### src/rtl/seg7_scroll_ctrl.sv
// seg7_scroll_ctrl
//
// Scrolls a message held in a small buffer across a bank of four 9-bit
// seven-segment display registers. Software loads the message through the
// msg_* port, then pulses start. Each scroll step rewrites all four display
// registers in a 4-cycle burst, leftmost digit first. The burst is followed
// by TICK_DIV idle cycles, and then the window moves on.
//
// Build option: SEG7_SCROLL_BOUNCE_EN
//   undefined : the window start wraps continuously, head = (head + 1) mod len
//   defined   : the window start ping-pongs between 0 and len-4. It holds for
//               one step at each end while it turns around. It stays at 0
//               when len <= 4.
//
// Parameters
//   MSG_DEPTH  message buffer entries (power of two, >= 4)
//   TICK_DIV   idle cycles between scroll steps (>= 1)
//
// Ports
//   clock      rising-edge clock
//   reset      synchronous active-high reset
//   msg_wr     write msg_data into buffer[msg_addr] this cycle
//   msg_addr   buffer write address
//   msg_data   9-bit display code to store
//   msg_len    active message length, sampled when start is accepted
//   start      begin scrolling (pulse, ignored while running)
//   stop       halt scrolling (pulse, an in-flight burst always completes)
//   seg_sel    one-hot display register select, bit 3 = leftmost digit
//   seg_value  value written to the selected display register
//   seg_write  write strobe to the display bank
//   running    high while a scroll is active (burst or wait)
//   step_done  one-cycle pulse on the last write of each frame
module seg7_scroll_ctrl #(
    parameter int MSG_DEPTH = 16,
    parameter int TICK_DIV  = 12500000,
    localparam int AW = $clog2(MSG_DEPTH)
) (
    input  logic          clock,
    input  logic          reset,
    input  logic          msg_wr,
    input  logic [AW-1:0] msg_addr,
    input  logic [8:0]    msg_data,
    input  logic [AW:0]   msg_len,
    input  logic          start,
    input  logic          stop,
    output logic [3:0]    seg_sel,
    output logic [8:0]    seg_value,
    output logic          seg_write,
    output logic          running,
    output logic          step_done
);

    localparam int CW = (TICK_DIV > 1) ? $clog2(TICK_DIV) : 1;

    typedef enum logic [1:0] {
        S_IDLE    = 2'd0,
        S_REFRESH = 2'd1,
        S_WAIT    = 2'd2
    } state_t;

    state_t          state_reg, state_next;
    logic [1:0]      k_reg, k_next;
    logic [AW-1:0]   head_reg, head_next, head_adv;
    logic [AW:0]     len_reg, len_next;
    logic [CW-1:0]   cnt_reg, cnt_next;
    logic            stop_pend_reg, stop_pend_next;
`ifdef SEG7_SCROLL_BOUNCE_EN
    logic            dir_reg, dir_next, dir_adv;   // 1 = forward
`endif

    logic [8:0]      mem_reg [MSG_DEPTH];
    logic [AW-1:0]   rd_idx;

    logic [3:0]      seg_sel_reg;
    logic [8:0]      seg_value_reg;
    logic            seg_write_reg;
    logic            running_reg;
    logic            step_done_reg;

    // (base + ofs) mod n for base < n and ofs <= 3. The sum can reach at
    // most n + 2, and with n = 1 it can exceed n by three multiples, so
    // three conditional subtractions always reduce it fully.
    function automatic logic [AW-1:0] wrap_index(
        input logic [AW-1:0] base,
        input logic [1:0]    ofs,
        input logic [AW:0]   n
    );
        logic [AW+1:0] s;
        s = {2'b00, base} + {{AW{1'b0}}, ofs};
        for (int i = 0; i < 3; i++) begin
            if (s >= {1'b0, n}) begin
                s = s - {1'b0, n};
            end
        end
        return s[AW-1:0];
    endfunction

    // Where the window starts on the next scroll step.
`ifdef SEG7_SCROLL_BOUNCE_EN
    always_comb begin
        head_adv = head_reg;
        dir_adv  = dir_reg;
        if (len_reg <= (AW+1)'(4)) begin
            head_adv = '0;
        end else if (dir_reg) begin
            // At the far end, turn around and hold for one step.
            if ({1'b0, head_reg} == len_reg - (AW+1)'(4)) begin
                dir_adv = 1'b0;
            end else begin
                head_adv = head_reg + 1'b1;
            end
        end else begin
            if (head_reg == '0) begin
                dir_adv = 1'b1;
            end else begin
                head_adv = head_reg - 1'b1;
            end
        end
    end
`else
    logic [AW:0] head_inc;
    always_comb begin
        head_inc = {1'b0, head_reg} + 1'b1;
        head_adv = (head_inc >= len_reg) ? '0 : head_inc[AW-1:0];
    end
`endif

    always_comb begin
        state_next     = state_reg;
        k_next         = k_reg;
        head_next      = head_reg;
        len_next       = len_reg;
        cnt_next       = cnt_reg;
        stop_pend_next = stop_pend_reg;
`ifdef SEG7_SCROLL_BOUNCE_EN
        dir_next       = dir_reg;
`endif
        case (state_reg)
            S_IDLE: begin
                // Stop in the same cycle wins over start.
                if (start && !stop && (msg_len != '0)) begin
                    state_next     = S_REFRESH;
                    k_next         = 2'd0;
                    head_next      = '0;
                    len_next       = (msg_len > (AW+1)'(MSG_DEPTH)) ? (AW+1)'(MSG_DEPTH) : msg_len;
                    stop_pend_next = 1'b0;
`ifdef SEG7_SCROLL_BOUNCE_EN
                    dir_next       = 1'b1;
`endif
                end
            end
            S_REFRESH: begin
                if (k_reg == 2'd3) begin
                    if (stop_pend_reg || stop) begin
                        state_next     = S_IDLE;
                        stop_pend_next = 1'b0;
                    end else begin
                        state_next = S_WAIT;
                        cnt_next   = '0;
                    end
                end else begin
                    // A stop mid-burst is remembered so the frame is never cut short.
                    k_next = k_reg + 2'd1;
                    if (stop) begin
                        stop_pend_next = 1'b1;
                    end
                end
            end
            S_WAIT: begin
                if (stop) begin
                    state_next     = S_IDLE;
                    stop_pend_next = 1'b0;
                end else if (cnt_reg == CW'(TICK_DIV - 1)) begin
                    state_next = S_REFRESH;
                    k_next     = 2'd0;
                    head_next  = head_adv;
`ifdef SEG7_SCROLL_BOUNCE_EN
                    dir_next   = dir_adv;
`endif
                end else begin
                    cnt_next = cnt_reg + 1'b1;
                end
            end
            default: begin
                state_next = S_IDLE;
            end
        endcase
    end

    // The outputs are registered from the next state, so the first write
    // appears in the cycle right after start is accepted. The buffer read
    // is registered. A write to the same entry at the same edge therefore
    // leaves the old value on the display.
    assign rd_idx = wrap_index(head_next, k_next, len_next);

    always_ff @(posedge clock) begin
        if (reset) begin
            state_reg     <= S_IDLE;
            k_reg         <= 2'd0;
            head_reg      <= '0;
            len_reg       <= '0;
            cnt_reg       <= '0;
            stop_pend_reg <= 1'b0;
`ifdef SEG7_SCROLL_BOUNCE_EN
            dir_reg       <= 1'b1;
`endif
            seg_sel_reg   <= '0;
            seg_value_reg <= '0;
            seg_write_reg <= 1'b0;
            running_reg   <= 1'b0;
            step_done_reg <= 1'b0;
        end else begin
            state_reg     <= state_next;
            k_reg         <= k_next;
            head_reg      <= head_next;
            len_reg       <= len_next;
            cnt_reg       <= cnt_next;
            stop_pend_reg <= stop_pend_next;
`ifdef SEG7_SCROLL_BOUNCE_EN
            dir_reg       <= dir_next;
`endif
            seg_write_reg <= (state_next == S_REFRESH);
            seg_sel_reg   <= (state_next == S_REFRESH) ? (4'b1000 >> k_next) : 4'b0000;
            seg_value_reg <= (state_next == S_REFRESH) ? mem_reg[rd_idx] : 9'd0;
            step_done_reg <= (state_next == S_REFRESH) && (k_next == 2'd3);
            running_reg   <= (state_next != S_IDLE);
        end
    end

    // The message buffer is cleared by reset, so a restart never shows stale text.
    always_ff @(posedge clock) begin
        if (reset) begin
            for (int i = 0; i < MSG_DEPTH; i++) begin
                mem_reg[i] <= 9'd0;
            end
        end else if (msg_wr) begin
            mem_reg[msg_addr] <= msg_data;
        end
    end

    assign seg_sel   = seg_sel_reg;
    assign seg_value = seg_value_reg;
    assign seg_write = seg_write_reg;
    assign running   = running_reg;
    assign step_done = step_done_reg;

endmodule

### config.mk
export PLATFORM = sky130hd
export DESIGN_NAME = seg7_scroll_ctrl
export DESIGN_NICKNAME = d
export VERILOG_FILES = /design/src/rtl/seg7_scroll_ctrl.sv
export SDC_FILE = /design/constraint.sdc
export NUM_CORES = 1
export LEC_CHECK = 0
export CORE_MARGIN = 5
export CORE_UTILIZATION = 62
export CTS_CLUSTER_SIZE = 10
export DETAILED_ROUTE_END_ITERATION = 8
export GPL_ROUTABILITY_DRIVEN = 0
export PLACE_DENSITY = 0.81
export SLEW_MARGIN = 15
export SYNTH_ARGS = -nofsm -noshare
export SYNTH_HDL_FRONTEND = slang
export SYNTH_SLANG_ARGS = --single-unit
### constraint.sdc
create_clock -name clock -period 28 [get_ports clock]
set_clock_uncertainty 0.05 [all_clocks]
set_input_delay 7 -clock clock [delete_from_list [all_inputs] [get_ports clock]]
set_output_delay 7 -clock clock [all_outputs]
set_load 0.005 [all_outputs]
==> flow_metrics.env <==
export IMPL_portBuffers=38
export IMPL_rsz0062_at_grt="no"
export IMPL_wl_mm=25.5
export IMPL_slowest_stage="a211o_1"
export IMPL_synth_area_leader_cell="edfxtp_1"
export IMPL_endpoint_kind="register"
export IMPL_cp_arrival_ns=18.29
export IMPL_clock_sinks=198
export IMPL_netlist_area_sq_um=10600
export IMPL_fill_cells=1204
export IMPL_worstReg2RegStart="cnt_reg[11]"
export IMPL_grt_overflow=0
export IMPL_synth_warnings=0
export IMPL_dp_hpwl_mm=17.5
export IMPL_cts_hold_buf=0
export IMPL_drcViolationCount=0
export IMPL_grt_max_degree=73
export IMPL_status="finished, final reports clean"
export IMPL_min_delay_start="cnt_reg[16]"
export IMPL_synth_xor_area_share_pct=2.46
export IMPL_final_cells=1220
export IMPL_tightest_slew_ns=1.12
export IMPL_cp_max_fo=38
export IMPL_ys_top_cells_by_area="edfxtp_1, dfxtp_1, and2_1"
export IMPL_largest_reg_flops=144
export IMPL_ant_nets=0
export IMPL_grt_pass1_wl_mm=40.7
export IMPL_hp_class="reg -> reg"
export IMPL_dr_pass1_iters=5
export IMPL_netlist_area_leader_share_pct=40.7
export IMPL_hold_end="cnt_reg[16]"
export IMPL_antenna_found_initial=0
export IMPL_clk_pin_slew_worst_paths_ns=0.07
export IMPL_tritoncts="built"
export IMPL_avgViaCountPerCell=6.33
export IMPL_ff2ff_path_depth=34
export IMPL_cts_max_path_buffers=2
export IMPL_vias=7723
export IMPL_cts_root_buf="clkbuf_16"
export IMPL_numCtsBuffers=17
export IMPL_grt_pass1_vias=7422
export IMPL_synthMuxAreaShare_pct=4.30
export IMPL_ios=39
export IMPL_r2r_end="seg_value[6]"
export IMPL_post_drt_wl_per_cell_um=20.9
export IMPL_utilization_pct=70.3
export IMPL_grt_total_usage_pct=26.3
export IMPL_clk_latency_ns=0.44
export IMPL_slew_violations=0
export IMPL_post_cts_buffers=0
export IMPL_drive_gt1_share_pct=12.3
export IMPL_synth_fa_ha_area_share_pct=3.58
export IMPL_synth_ff_latch_count=198
export IMPL_leakagePower_nw=4.23
export IMPL_synth_async_reset_ratio_pct=0
export IMPL_syn_num_nets=1025
export IMPL_drtIter0Drc=750
export IMPL_ys_flop_type="edfxtp_1"
export IMPL_relSlewSlack_pct=25.5
export IMPL_r2r_slack_ns=15.86
export IMPL_finalSetupTns_ns=0
export IMPL_synth_simple_area_share_pct=19.3
export IMPL_ys_types=74
export IMPL_finalHoldViolations=0
export IMPL_cts_repair_resized=0
export IMPL_synth_edf_count=144
export IMPL_drv_cap=0
export IMPL_nets=1037
export IMPL_setup_viol=0
export IMPL_max_vdd_ir_drop_uv=66.2
export IMPL_seq_area_frac_synth_pct=50.9
export IMPL_critPathMaxStageDelay_ns=0.94
export IMPL_design_core_area_sq_um=16700
export IMPL_htree_levels=4
export IMPL_max_freq_ghz=0.0554
export IMPL_die_w_um=141
export IMPL_area_delta_synth_final_pct=10.5
export IMPL_worst_ep_required_time_ns=28.24
export IMPL_die_area_sq_um=19900
export IMPL_synth_compound_area_share_pct=15.4
export IMPL_post_route_period_util_pct=64.5
export IMPL_powerDensity_nw_per_um2=89.4
export IMPL_dp_cells=1187
export IMPL_final_common_cell="and2_1"
export IMPL_start_util_pct=63.6
export IMPL_final_cell_mix="and2_1, edfxtp_1, nor2_1, o211ai_1, inv_1"
export IMPL_start_kind="primary input"
export IMPL_criticalPathCategory="in -> reg"
export IMPL_holdPathStages=2
export IMPL_finalCriticalPeriod_ns=18.05
export IMPL_avgSynthCellArea_sq_um=10.9
export IMPL_placementRows=47
export IMPL_syn_inst=974
export IMPL_die_h_um=141
export IMPL_synth_top_family_by_area="simple AND/OR/NAND/NOR gates"
## layout make-up
| cell class | instances | area [sq um] | share of cell area, % |
|---|---|---|---|
| antenna | 1 | 2.50 | 0.0213 |
| inverter | 55 | 206 | 1.76 |
| clock inverter | 15 | 145 | 1.24 |
| tap | 220 | 275 | 2.34 |
| timing repair buffer | 49 | 463 | 3.94 |
| clock buffer | 17 | 425 | 3.62 |
| multi-input combinational | 665 | 4830 | 41.1 |
| sequential | 198 | 5410 | 46.0 |
## power by group
part           internal [mW]  switching, mW  leakage (nW)
sequential             0.329        0.00614          1.81
combinational          0.169          0.307          2.15
clock                  0.125          0.114         0.266
total                  0.623          0.428          4.23
## routing by layer
layer  vias up  routed length [um]  global-route usage [%]
li1       3620                   -                       -
met1      3726               10900                    36.8
met2       313               12000                    40.3
met3        64                1820                    4.94
met4         0                 859                    11.9
met5         -                   0                       0
## synth_stat cells (7+ instances only)
cell type and instances:
clkbuf_1 48, nor2_1 64, nor2b_1 11, or2_2 23
a21o_1 7, and2_1 147, xnor2_1 9, o221ai_1 36
o2111ai_1 19, nand3_1 14, xor2_1 19, nand2_1 32
edfxtp_1 144, o21ai_0 22, mux2_2 37, nand2b_1 9
nand4_1 8, and3_1 7, o211ai_1 57, nor3_1 11
a21oi_1 19, ha_1 24, inv_1 55, dfxtp_1 54
## worst max-delay path, delay by kind of cell
family / cells / cell delay [ns]
fa+ha+maj: 5 / 1.25
xor+xnor: 1 / 0.21
simple gates: 8 / 2.12
mux: 1 / 0.43
compound gates: 16 / 5.51
buf+inv: 4 / 1.72
## cell families (layout without fill, tap and decap cells)
group | Yosys count | count (layout)
and+or+nand+nor | 360 | 360
AOI/OAI and AO/OA | 207 | 207
DFF | 198 | 198
buffers and inverters | 111 | 136
muxes | 41 | 41
xor gates and xnor gates | 29 | 29
adders and majority gates | 28 | 28
other | 0 | 1
## per-stage QoR
step | hold WS [ns] | setup slack, ns | power (mW) | instance area [sq um]
2_1_floorplan | 0.421 | 12.93 | 0.698 | 10600
3_3_place_gp | 0.433 | 10.05 | 0.795 | 11200
3_5_place_dp | 0.447 | 9.81 | 0.803 | 11200
4_1_cts | 0.476 | 10.19 | 1.04 | 11700
5_1_grt | 0.492 | 9.25 | 1.09 | 11700
6_report | 0.474 | 9.95 | 1.05 | 11700
## how the worst max path moves through the flow
stage | from | slack, ns | end
floorplan | msg_len[1] | 12.93 | seg_value[1]
global placement | stop | 10.05 | seg_value[2]
detailed placement | msg_len[4] | 9.81 | seg_value[2]
CTS | msg_len[4] | 10.19 | seg_value[6]
global route | msg_len[4] | 9.25 | seg_value[0]
finish | msg_len[4] | 9.95 | seg_value[6]
No activity file was read; power rests on OpenSTA's default activity.
